$ cat src/rtl/dram_sw_bist.sv
// Distributed-RAM test block: switch-driven manual port plus a
// three-pass march self-test with fault injection and error reporting.
module dram_sw_bist #(
    parameter int ADDR_WIDTH   = 6,
    parameter int DATA_WIDTH   = 8,
    parameter int READ_LATENCY = 0,
    parameter int ERR_WIDTH    = 8
) (
    input  logic                  clk,
    input  logic                  rst,
    input  logic                  manual_we,
    input  logic [ADDR_WIDTH-1:0] manual_addr,
    input  logic [DATA_WIDTH-1:0] manual_wdata,
    input  logic                  start,
    input  logic                  inject,
    input  logic [ADDR_WIDTH-1:0] inject_addr,
    output logic [DATA_WIDTH-1:0] rdata,
    output logic                  busy,
    output logic                  done,
    output logic                  pass,
    output logic [ERR_WIDTH-1:0]  err_count,
    output logic [ADDR_WIDTH-1:0] fail_addr
);

    localparam int D = 1 << ADDR_WIDTH;

    typedef enum logic [2:0] {
        S_IDLE, S_W0, S_R0, S_R1, S_DRAIN, S_DONE
    } state_t;

    state_t state_q, state_d;

    logic [ADDR_WIDTH-1:0] bist_addr_q, bist_addr_d;
    logic [ERR_WIDTH-1:0]  err_q, err_d;
    logic [ADDR_WIDTH-1:0] fail_q, fail_d;
    logic                  inj_q, inj_d;
    logic [ADDR_WIDTH-1:0] inj_addr_q, inj_addr_d;

    logic [DATA_WIDTH-1:0] mem [D];

    logic                  accept;
    logic                  last;
    logic [ADDR_WIDTH-1:0] addr;
    logic                  mem_we;
    logic [DATA_WIDTH-1:0] mem_wdata;
    logic [DATA_WIDTH-1:0] rd_now;
    logic                  cmp_en;
    logic [DATA_WIDTH-1:0] cmp_exp;
    logic                  chk_valid;
    logic [DATA_WIDTH-1:0] chk_data;
    logic [DATA_WIDTH-1:0] chk_exp;
    logic [ADDR_WIDTH-1:0] chk_addr;

    // Address bits repeated from the LSB upward across the word.
    function automatic logic [DATA_WIDTH-1:0] pat(
        input logic [ADDR_WIDTH-1:0] a
    );
        logic [DATA_WIDTH-1:0] p;
        for (int i = 0; i < DATA_WIDTH; i++) begin
            p[i] = a[i % ADDR_WIDTH];
        end
        return p;
    endfunction

    assign accept = start && (state_q == S_IDLE || state_q == S_DONE);
    assign last   = &bist_addr_q;

    // FSM state register
    always_ff @(posedge clk or posedge rst) begin
        if (rst) state_q <= S_IDLE;
        else     state_q <= state_d;
    end

    // FSM next state
    always_comb begin
        state_d = state_q;
        unique case (state_q)
            S_IDLE, S_DONE: if (start) state_d = S_W0;
            S_W0:           if (last)  state_d = S_R0;
            S_R0:           if (last)  state_d = S_R1;
            S_R1: begin
                if (last) state_d = (READ_LATENCY == 1) ? S_DRAIN : S_DONE;
            end
            S_DRAIN:        state_d = S_DONE;
            default:        state_d = S_IDLE;
        endcase
    end

    // FSM outputs: memory port control and compare expectation
    always_comb begin
        busy      = 1'b0;
        mem_we    = manual_we;
        mem_wdata = manual_wdata;
        cmp_en    = 1'b0;
        cmp_exp   = '0;
        unique case (state_q)
            S_W0: begin
                busy      = 1'b1;
                mem_we    = 1'b1;
                mem_wdata = pat(bist_addr_q);
                if (inj_q && bist_addr_q == inj_addr_q) begin
                    mem_wdata[0] = ~mem_wdata[0];
                end
            end
            S_R0: begin
                busy      = 1'b1;
                mem_we    = 1'b1;
                mem_wdata = ~pat(bist_addr_q);
                cmp_en    = 1'b1;
                cmp_exp   = pat(bist_addr_q);
            end
            S_R1: begin
                busy    = 1'b1;
                mem_we  = 1'b0;
                cmp_en  = 1'b1;
                cmp_exp = ~pat(bist_addr_q);
            end
            S_DRAIN: begin
                busy   = 1'b1;
                mem_we = 1'b0;
            end
            default: ;
        endcase
    end

    assign addr      = busy ? bist_addr_q : manual_addr;
    assign rd_now    = mem[addr];
    assign done      = (state_q == S_DONE);
    assign pass      = done && (err_q == '0);
    assign err_count = err_q;
    assign fail_addr = fail_q;

    // Contents are deliberately left unreset.
    always_ff @(posedge clk) begin
        if (mem_we) mem[addr] <= mem_wdata;
    end

    generate
        if (READ_LATENCY == 1) begin : g_reg
            logic [DATA_WIDTH-1:0] rdata_q, rdata_d;
            logic                  chk_v_q, chk_v_d;
            logic [DATA_WIDTH-1:0] exp_q, exp_d;
            logic [ADDR_WIDTH-1:0] caddr_q, caddr_d;

            always_comb begin
                rdata_d = rd_now;
                chk_v_d = cmp_en;
                exp_d   = cmp_exp;
                caddr_d = bist_addr_q;
            end

            always_ff @(posedge clk or posedge rst) begin
                if (rst) begin
                    rdata_q <= '0;
                    chk_v_q <= 1'b0;
                    exp_q   <= '0;
                    caddr_q <= '0;
                end else begin
                    rdata_q <= rdata_d;
                    chk_v_q <= chk_v_d;
                    exp_q   <= exp_d;
                    caddr_q <= caddr_d;
                end
            end

            assign rdata     = rdata_q;
            assign chk_valid = chk_v_q;
            assign chk_data  = rdata_q;
            assign chk_exp   = exp_q;
            assign chk_addr  = caddr_q;
        end else begin : g_comb
            assign rdata     = rd_now;
            assign chk_valid = cmp_en;
            assign chk_data  = rd_now;
            assign chk_exp   = cmp_exp;
            assign chk_addr  = bist_addr_q;
        end
    endgenerate

    always_comb begin
        bist_addr_d = bist_addr_q;
        err_d       = err_q;
        fail_d      = fail_q;
        inj_d       = inj_q;
        inj_addr_d  = inj_addr_q;
        if (accept) begin
            bist_addr_d = '0;
            err_d       = '0;
            fail_d      = '0;
            inj_d       = inject;
            inj_addr_d  = inject_addr;
        end else begin
            if (state_q == S_W0 || state_q == S_R0 || state_q == S_R1) begin
                bist_addr_d = bist_addr_q + ADDR_WIDTH'(1);
            end
            // err_q is still zero exactly on the first mismatch of a run
            if (chk_valid && chk_data != chk_exp) begin
                if (err_q != '1) err_d = err_q + ERR_WIDTH'(1);
                if (err_q == '0) fail_d = chk_addr;
            end
        end
    end

    always_ff @(posedge clk or posedge rst) begin
        if (rst) begin
            bist_addr_q <= '0;
            err_q       <= '0;
            fail_q      <= '0;
            inj_q       <= 1'b0;
            inj_addr_q  <= '0;
        end else begin
            bist_addr_q <= bist_addr_d;
            err_q       <= err_d;
            fail_q      <= fail_d;
            inj_q       <= inj_d;
            inj_addr_q  <= inj_addr_d;
        end
    end

endmodule

$ cat config.mk
export PLATFORM = sky130hd
export DESIGN_NAME = dram_sw_bist
export DESIGN_NICKNAME = d
export VERILOG_FILES = /design/src/rtl/dram_sw_bist.sv
export SDC_FILE = /design/constraint.sdc
export NUM_CORES = 1
export LEC_CHECK = 0
export ABC_AREA = 0
export ABC_CLOCK_PERIOD_IN_PS = 3900
export BUFFER_PORTS_ARGS = -buffer_cell sky130_fd_sc_hd__buf_4
export CAP_MARGIN = 20
export CORE_MARGIN = 2
export CORE_UTILIZATION = 49
export DETAILED_ROUTE_END_ITERATION = 8
export GPL_TIMING_DRIVEN = 0
export PLACE_DENSITY = 0.67
export SKIP_LAST_GASP = 1
export SLEW_MARGIN = 20
export SYNTH_ARGS = -nofsm -noshare
export SYNTH_HDL_FRONTEND = slang
export SYNTH_SLANG_ARGS = --single-unit
export TNS_END_PERCENT = 50
$ cat constraint.sdc
create_clock -name clk -period 3.9 [get_ports clk]
set_input_delay 0.975 -clock clk [delete_from_list [all_inputs] [get_ports clk]]
set_output_delay 0.975 -clock clk [all_outputs]
set_load 0.02 [all_outputs]
---- After elaboration in Yosys (flattened, before gate mapping) ----
Memory sizes are Yosys's and may differ from the RTL's.
Index checks and enable logic that the tools add are counted.
storage, ports and cells
  bits in registers ....................... 30
  bits in writable memories ............... 512
  word-level logic and storage cells ...... 67
  memories kept ........................... 1
operators by class
  $add $sub $neg .......................... 2
  equal/unequal tests ..................... 12
  multiplexer cells ....................... 22
  bitwise logic cells ..................... 2
  reduce and logical (&&, ||, !) cells .... 22
memory list
  memory  words  width  read ports  clocked after memory_dff  write ports  RTL line  text
  mem     64     8      1           0                         1            39        logic [DATA_WIDTH-1:0] mem [D];
operators by type and width
  cell                 number
  $mux 6               6
  $pmux 8 s2           2
  $mux 8               3
  $pmux 3 s5           1
  $mux 3               4
  $add 8x1->8 const B  1
  $logic_not 8->1      1
  $ne 2x2->1 const B   4
  $ne 8x8->1           1
  $ne 8x8->1 const B   1
  $not 8->8            1
  $reduce_bool 2->1    4
  $reduce_or 2->1      4
  $add 6x1->6 const B  1
  $eq 3x2->1 const B   2
  $eq 3x3->1 const B   2
  $eq 6x6->1           1
  $reduce_and 6->1     1
  $mux 1               5
  $logic_and 1x1->1    4
  $reduce_and 2->1     2
  $reduce_and 4->1     1
  $reduce_or 4->1      1
  $eq 3x1->1 const B   1
  4 further kinds      6

---- Depth between registers and ports, before layout ----
Gate-level depths: netlist of run 1.
An unclocked memory read counts as a cell.
  depth in word-level cells ............... 9
  mapped depth ............................ 17
  mapped depth without buffers ............ 11

---- Worst setup path before layout of run 1 ----
Ideal clock, no wire load.
  kind .................................... reg2reg
  start ................................... register state_q[0]
  end ..................................... memory mem[0][1] (data pin)
  setup time .............................. 0.548 ns
  arrival time ............................ 3.190 ns
  setup slack ............................. 0.162 ns
  stages on the path, launching flop included .. 8
  period minus slack after synthesis ...... 3.738 ns
  cell sequence ........................... dfrtp_1 > buf_2 > clkbuf_1 > buf_1 > a21oi_1 > a21oi_1 > a21oi_1 > a21oi_1
between the ends
  longest elaborated chain between the ends .. 2
RTL lines
  element                                   RTL line  text
  start: declaration                        31        state_t state_q, state_d;
  start signal: assignment                  71        else state_q <= state_d;
  $eq 3x2->1 or $eq 3x1->1 (tied branches)  96        unique case (state_q)
  $pmux 8 s2 *                              96
  named net mem_wdata[1]                    45        logic [DATA_WIDTH-1:0] mem_wdata;
  end: declaration                          39
The timed path passes the listed nets; every way through them passes the cells marked *.

---- Worst setup path after layout of run 1 ----
  start ................................... register state_q[1]
  end ..................................... output rdata[2]
between the ends
  longest elaborated chain between the ends .. 5
RTL lines
  element                                   RTL line  text
  $eq 3x1->1, or another cell as far along  96
  $reduce_or 4->1 (no source line) *        n/a
  $mux 1 *                                  96
  $mux 6 *                                  126       assign addr = busy ? bist_addr_q : manual_addr;
  $mem_v2 64x8 *                            n/a
  end: declaration                          17        output logic [DATA_WIDTH-1:0] rdata,
Mark *: on every way between the ends. The rest lies on a longest branch, timed or not.

==> impl_results.md, run 1 <==
* Outcome: finished, violations left
* Failing checks: design-rule violations, negative setup slack
* LEAKAGE at approximately 10 nW
* Wire length per cell at 33.8 um
* Largest cells by area after synthesis: edfxtp_1 (66%), a211oi_1 (3.6%), dfrtp_1 (3.2%)
* Fin crit share at 120%
* H-tree levels at 2
* Design area at 29200 um^2
* Clock Root Buffer: clkbuf_16
* Critical-path top delay cell: dfrtp_2
* Core area at 46600 um^2
* Layout cells sized above 1 at 28.6%
* Yosys reg bits at 542
* Final worst setup slack at -767 ps
* Final Max Slew Viols at 0
* Hold WC Path Type: in2async
* Most used cell along the critical path: buf_4
* Post-Synthesis Cells at 1748
* Total number of yosys warnings at 0
* Hold Fails Final Rpt at 0
* FILL cells at 3295
* Main synth FF type: edfxtp_1
* Worst-Margin Slew at 1260 ps
* Top fanout value on the critical path at 10
* Final Non-Filler Cells at 2602
* Post-synth top area cell: edfxtp_1
* Vias at 18400
* CTS max path bufs at 3
* Syn Area/Cell at 13.2 um^2
* Die area at 49000 um^2
* DP Area at about 25000 um^2
* Type of the worst setup path: reg2out
* Share of synthesized registers carrying an async set or reset at under 10%
* Buf/Inv on CP at 6
* Pre-antenna DRT Iters at 9
* First-pass GRT wire length at 123000 um
* Most frequent cells in the layout: edfxtp_1 (512), nand3_1 (137), buf_4 (135), a21oi_1 (134), and3_1 (106)
* Min Hold Slack at 433 ps
* Cts hold-fix bufs at 0
* PD cells at between 900 and 1000 nW/um^2
* Antenna-violating nets left at 0
* WP data required at 2920 ps
* Worst-skew pair later-pin latency at 650 ps
* Die Span X at roughly 220 um
* Tot GR Track Use at 35.0%
* CTS buffer count at 53
* Final Wtd Congestion at 0.975
* Row cnt at 79
* Area grow syn2layout at 26.3%
* Max IR drop VDD at roughly 0.75 mV
* Diode count at 0
* Max cap viols at 0
* Crit-path cells: buf_4, o21ai_4, buf_12, nand3_4, clkbuf_16, buf_4, clkbuf_8, nand3_1, a21oi_1, o41ai_2, o2111a_2, nand3_2, buf_6
* Vias in the first global route at 17600
* Total Wirelength at slightly below 90000 um
* Drt drc at 2
* Starting Density at between 40% and 50%
* Post-synthesis net count at between 1500 and 2000
* Crit path max-delay family: buffers and inverters
* Maximum clock rate at 214 MHz
* Gr ovfl total at 0
* Placed cells at 2425
* I/O pins at 50
* Final #Nets at between 1500 and 2000
* Synth top area share at 66.4%
* Number of vias per cell at 7.08
* Type of origin of the critical path: register
* Initial antenna violation count at 1
* # port buffers at 49
* Tmin final at 4670 ps
* Clock Sinks at 542
* Clock Pin Slew Worst Setup and Hold Paths at about 70 ps
* Sequential element share of the synthesized area at 69.7%
* Synth unique cells at 68
* Worst slack at placement at -1630 ps
* Largest net degree at the start of global routing at 51
* # setup viols final at 30
* CTS tree: yes
* TNS Setup at -10720 ps
* Worst setup EP type: output port
* Worst EP arrival at 3690 ps
* DP HPWL at 54800 um
* Leading cell type in the layout, fill and taps excluded: edfxtp_1
* Die height at 221 um
* Iteration-0 DRC count of the detailed router at 3557
* RSZ-0062 raised after global routing: true
* Final Skew at around 25 ps
* Crit-path max cell delay at 430 ps
* Synth Cell Area at around 23000 um^2
* Post-synth EDFFs at 512
* Slew margin rel. at ~16%
## worst paths after layout
| check | start | endpoint | slack, ps | cells past startpoint |
|---|---|---|---|---|
| max | state_q[1] | rdata[2] | -770 | 13 |
| min in group clk | inj_q | inj_q | 490 | 2 |
| min | rst | err_count[6] | 430 | 2 |
| min reg2reg | inj_q | inj_q | 490 | 2 |
| max in group asynchronous | rst | state_q[1] | 3000 | 2 |
| max reg2reg | state_q[1] | fail_addr[3] | -400 | 19 |
## per-stage QoR
stage	total power [mW]	util, %
floorplan	13.4	-
global placement	17.2	52.1
detailed placement	18.0	53.5
CTS	25.1	61.4
global route	27.0	62.8
finish	26.6	62.8
## area by class of cell
class / count / area (um^2) / share of cell area (%)
multi-input combinational: 1049 / 7610 / 26.1
sequential: 542 / 16100 / 55.2
clock inverter: 31 / 302 / 1.03
buffer: 136 / 1260 / 4.30
tap: 607 / 759 / 2.60
inverter: 15 / 56.3 / 0.193
clock buffer: 65 / 1390 / 4.77
timing repair buffer: 157 / 1710 / 5.87
## state kept, by name, summed over array words and instances, names as in the netlist
name,flops
mem,512
err_count,8
bist_addr_q,6
fail_addr,6
inj_addr_q,6
state_q,3
inj_q,1
## logic make-up after synthesis
logic type | Yosys count | share of synthesized area, %
flip-flops | 542 | 69.7
AND/OR/NAND/NOR | 488 | 11.0
buffers and inverters | 158 | 2.96
multiplexers | 39 | 1.70
XOR/XNOR | 17 | 0.643
AO/OA/AOI/OAI | 501 | 13.8
adder cells (fa/ha/maj) | 3 | 0.162
## metal layers
layer | up-vias | wire length, um | GRT usage, %
met5 | - | 141 | 2.05
met4 | 5 | 6380 | 19.9
met3 | 441 | 14300 | 14.0
met2 | 1789 | 37200 | 50.6
met1 | 8879 | 30000 | 44.7
li1 | 7303 | - | -
## synthesized netlist by cell type, types with 2 or more instances
master     instances
buf_4              5
nor4b_2            3
mux2i_1           37
and2_1             7
ha_1               3
a2bb2oi_1          6
dfrtp_1           30
nor2b_1            2
o2111a_1           6
a2111o_1           8
or3_1              4
a21oi_1          144
o41ai_1           28
nor3_1             2
xor2_1             5
xnor2_1           12
o21ai_2            3
a311oi_1           2
buf_6              3
or2_2              2
a211oi_1         111
o21ai_0          132
nand4_1           15
a41o_1             3
or4_1              2
buf_1              6
edfxtp_1         512
nand2_1           68
buf_2             31
nor2_1            98
and4_1             8
mux2_2             2
a22oi_1            9
nor4_1             7
clkbuf_1          97
and3_1           109
nand2b_1           4
a31oi_1            8
inv_1             15
nand3_1          146
o22a_1             2
o21ai_1            6
a2111oi_0         20
## where the power goes
| part | switching (mW) | total, mW | leakage [nW] | internal, mW |
|---|---|---|---|---|
| sequential | 0.199 | 8.17 | 5.00 | 7.97 |
| clock | 2.30 | 5.17 | 0.833 | 2.87 |
| combinational | 8.52 | 13.3 | 4.30 | 4.77 |
| total | 11.0 | 26.6 | 10.1 | 15.6 |
## what timing repair did
item | 4_1_cts | 5_1_grt
resized for setup | 404 | 129
setup buffers | 56 | 25
setup endpoints to repair | 475 | 110
gates cloned | 4 | 2
pin swaps | 59 | 38
Power figures use the tool's default switching activity.
==> run 2, diff against run 1 <==
--- a/config.mk
+++ b/config.mk
@@ -9,11 +9,13 @@
 export ABC_CLOCK_PERIOD_IN_PS = 3900
 export BUFFER_PORTS_ARGS = -buffer_cell sky130_fd_sc_hd__buf_4
 export CAP_MARGIN = 20
+export CELL_PAD_IN_SITES_DETAIL_PLACEMENT = 1
+export CELL_PAD_IN_SITES_GLOBAL_PLACEMENT = 1
 export CORE_MARGIN = 2
-export CORE_UTILIZATION = 49
+export CORE_UTILIZATION = 47
 export DETAILED_ROUTE_END_ITERATION = 8
 export GPL_TIMING_DRIVEN = 0
-export PLACE_DENSITY = 0.67
+export PLACE_DENSITY = 0.75
 export SKIP_LAST_GASP = 1
 export SLEW_MARGIN = 20
 export SYNTH_ARGS = -nofsm -noshare
==> run 2 against run 1 <==
- clock skew up 11 ps
- highest routed layer unchanged
- largest cell class unchanged
- combinational power rose by 11%
- cell area up 0.79%
- maximum frequency is 5.8% lower
- the run ends with negative setup slack left
- critical path type unchanged
- non-clock buffer count rose by 1
- flip-flop and latch count is the same
- power up 6.1%
==> impl_results.md, run 2 (same netlist as run 1, synthesis figures left out) <==
* Largest net degree at the start of global routing at 49
* Min Hold Slack at around 440 ps
* Clock Sinks at 542
* Final Max Slew Viols at 0
* CTS tree: yes
* Max IR drop VDD at about 0.43 mV
* RSZ-0062 raised after global routing: true
* Slew margin rel. at between 15 and 20%
* Type of origin of the critical path: register
* Register area at 16100 um^2
* Die height at ~230 um
* Die Span X at 226 um
* Worst EP arrival at around 4000 ps
* Leading cell type in the layout, fill and taps excluded: edfxtp_1
* Gr ovfl total at 0
* Met3 wire length at 16700 um
* RR Startpoint: state_q[1]
* Max reg flops at 512
* Worst-Margin Slew at 1260 ps
* Crit-path cells: buf_6, buf_6, o21a_4, o21ai_4, a211o_1, buf_12, buf_12, buf_12, a21oi_1, o41ai_2, and4_4, nand3_2, buf_6
* Final Non-Filler Cells at 2670
* Crit-path max cell delay at 490 ps
* Tot GR Track Use at 39.9%
* Final Total Pwr at between 20 and 30 mW
* Hold Fails Final Rpt at 0
* I/O pins at 50
* Layout cells sized above 1 at 29.5%
* Vias at 19600
* Maximum clock rate at 202 MHz
* Area grow syn2layout at 27.3%
* # port buffers at roughly 50
* Starting Density at 47.5%
* Initial antenna violation count at 9
* Area of the multi-input gates at 7840 um^2
* Vias in the first global route at 19300
* Outcome: finished, violations left
* Critical-path top delay cell: o41ai_2
* PD cells at between 900 and 1000 nW/um^2
* CTS max path bufs at 3
* Fin crit share at 127%
* Cts hold-fix bufs at 0
* WL met1 at roughly 36000 um
* CTS buffer count at 56
* Type of the worst setup path: reg2out
* DR WL met2 at 46000 um
* Total Wirelength at 108000 um
* Final worst setup slack at -1050 ps
* Number of vias per cell at approximately 7.3
* Tmin final at 4950 ps
* Uppermost layer routed: met5
* Buf/Inv on CP at 6
* Hold WC Path Type: in2async
* CP startpoint: state_q[1]
* Pre-antenna DRT Iters at 6
* Worst-skew pair later-pin latency at 670 ps
* Final Wtd Congestion at around 0.93
* DP HPWL at 61400 um
* H-tree levels at 2
* Clock Pin Slew Worst Setup and Hold Paths at about 70 ps
* Placed cells at 2481
* Setup slack, reg-to-reg at -750 ps
* WP data required at 2920 ps
* FILL cells at 4600
* Diode count at 0
* First-pass GRT wire length at 141000 um
* Worst reg2reg path depth at 19
* Most frequent cells in the layout: edfxtp_1 (512), nand3_1 (136), buf_4 (131), a21oi_1 (130), o21ai_0 (115)
* Core area at around 49000 um^2
* Clock Root Buffer: clkbuf_16
* Iteration-0 DRC count of the detailed router at 3598
* Wire length per cell at 40.6 um
* LEAKAGE at between 10 and 15 nW
* Failing checks: negative setup slack
* Reg2reg end: err_count[5]
* Top reg by flops: mem
* Die area at 51000 um^2
* Final #Nets at 1987
* Drt drc at 0
* Crit path max-delay family: compound AO/OA/AOI/OAI gates
* Worst setup EP type: output port
* Final Skew at between 30 and 40 ps
* Max cap viols at 0
* Antenna-violating nets left at 0
* # setup viols final at 282
* Top fanout value on the critical path at 8
* Row cnt at 81
* TNS Setup at -44820 ps
==> run 2: changes by cell type in the layout (fill, tap and decap cells not counted), moves of 5 or more <==
cell / change
o41ai_2: -5
buf_12: +6
clkinv_1: +9
clkbuf_8: -7
o21ai_0: +11
a211oi_4: +5
clkbuf_2: +6
o21ai_1: -14
nor2_1: -5
==> run 2: layout make-up <==
class                   instances  share of cell area, %
clock buffers                  71                   5.02
well taps                     664                   2.82
clock inverters                34                  0.739
inverters                      15                  0.191
multi-input cells            1050                   26.6
repair buffers                158                   5.64
flip-flops and latches        542                   54.8
plain buffers                 136                   4.22
==> run 2: report_power, final <==
group	leakage, nW	internal (mW)	switching [mW]	total [mW]
Combinational	4.30	4.92	9.84	14.8
Clock	0.839	2.81	2.47	5.28
Sequential	5.00	7.97	0.242	8.22
Total	10.1	15.7	12.5	28.2
==> run 2: repair_timing <==
item | 4_1_cts | 5_1_grt
pin swaps | 61 | 42
gates resized for setup | 392 | 180
hold endpoints to repair | 0 | 0
buffers inserted | 41 | 43
endpoints found under the setup margin | 487 | 250
gates cloned | 6 | 1
==> run 2: worst max-delay path by stage <==
stage,to,slack (ps),cells past startpoint
6_report,rdata[3],-1050,13
2_1_floorplan,mem[0][1],160,7
5_1_grt,rdata[3],-1050,14
3_5_place_dp,rdata[5],-1820,10
4_1_cts,rdata[0],-770,12
3_3_place_gp,mem[1][3],-2730,7
==> run 2: metal layers <==
metal,up-vias,GRT usage [%]
met2,2004,58.7
met4,16,27.6
met3,672,16.3
met5,-,1.37
met1,9607,47.5
li1,7308,-
==> run 2: through the flow <==
step	util, %	cell area, um^2	setup WS [ps]
2_1_floorplan	-	23100	162
3_3_place_gp	49.9	24300	-2730
3_5_place_dp	51.2	25000	-1820
4_1_cts	58.5	28500	-768
5_1_grt	60.4	29500	-1050
6_report	60.4	29500	-1050
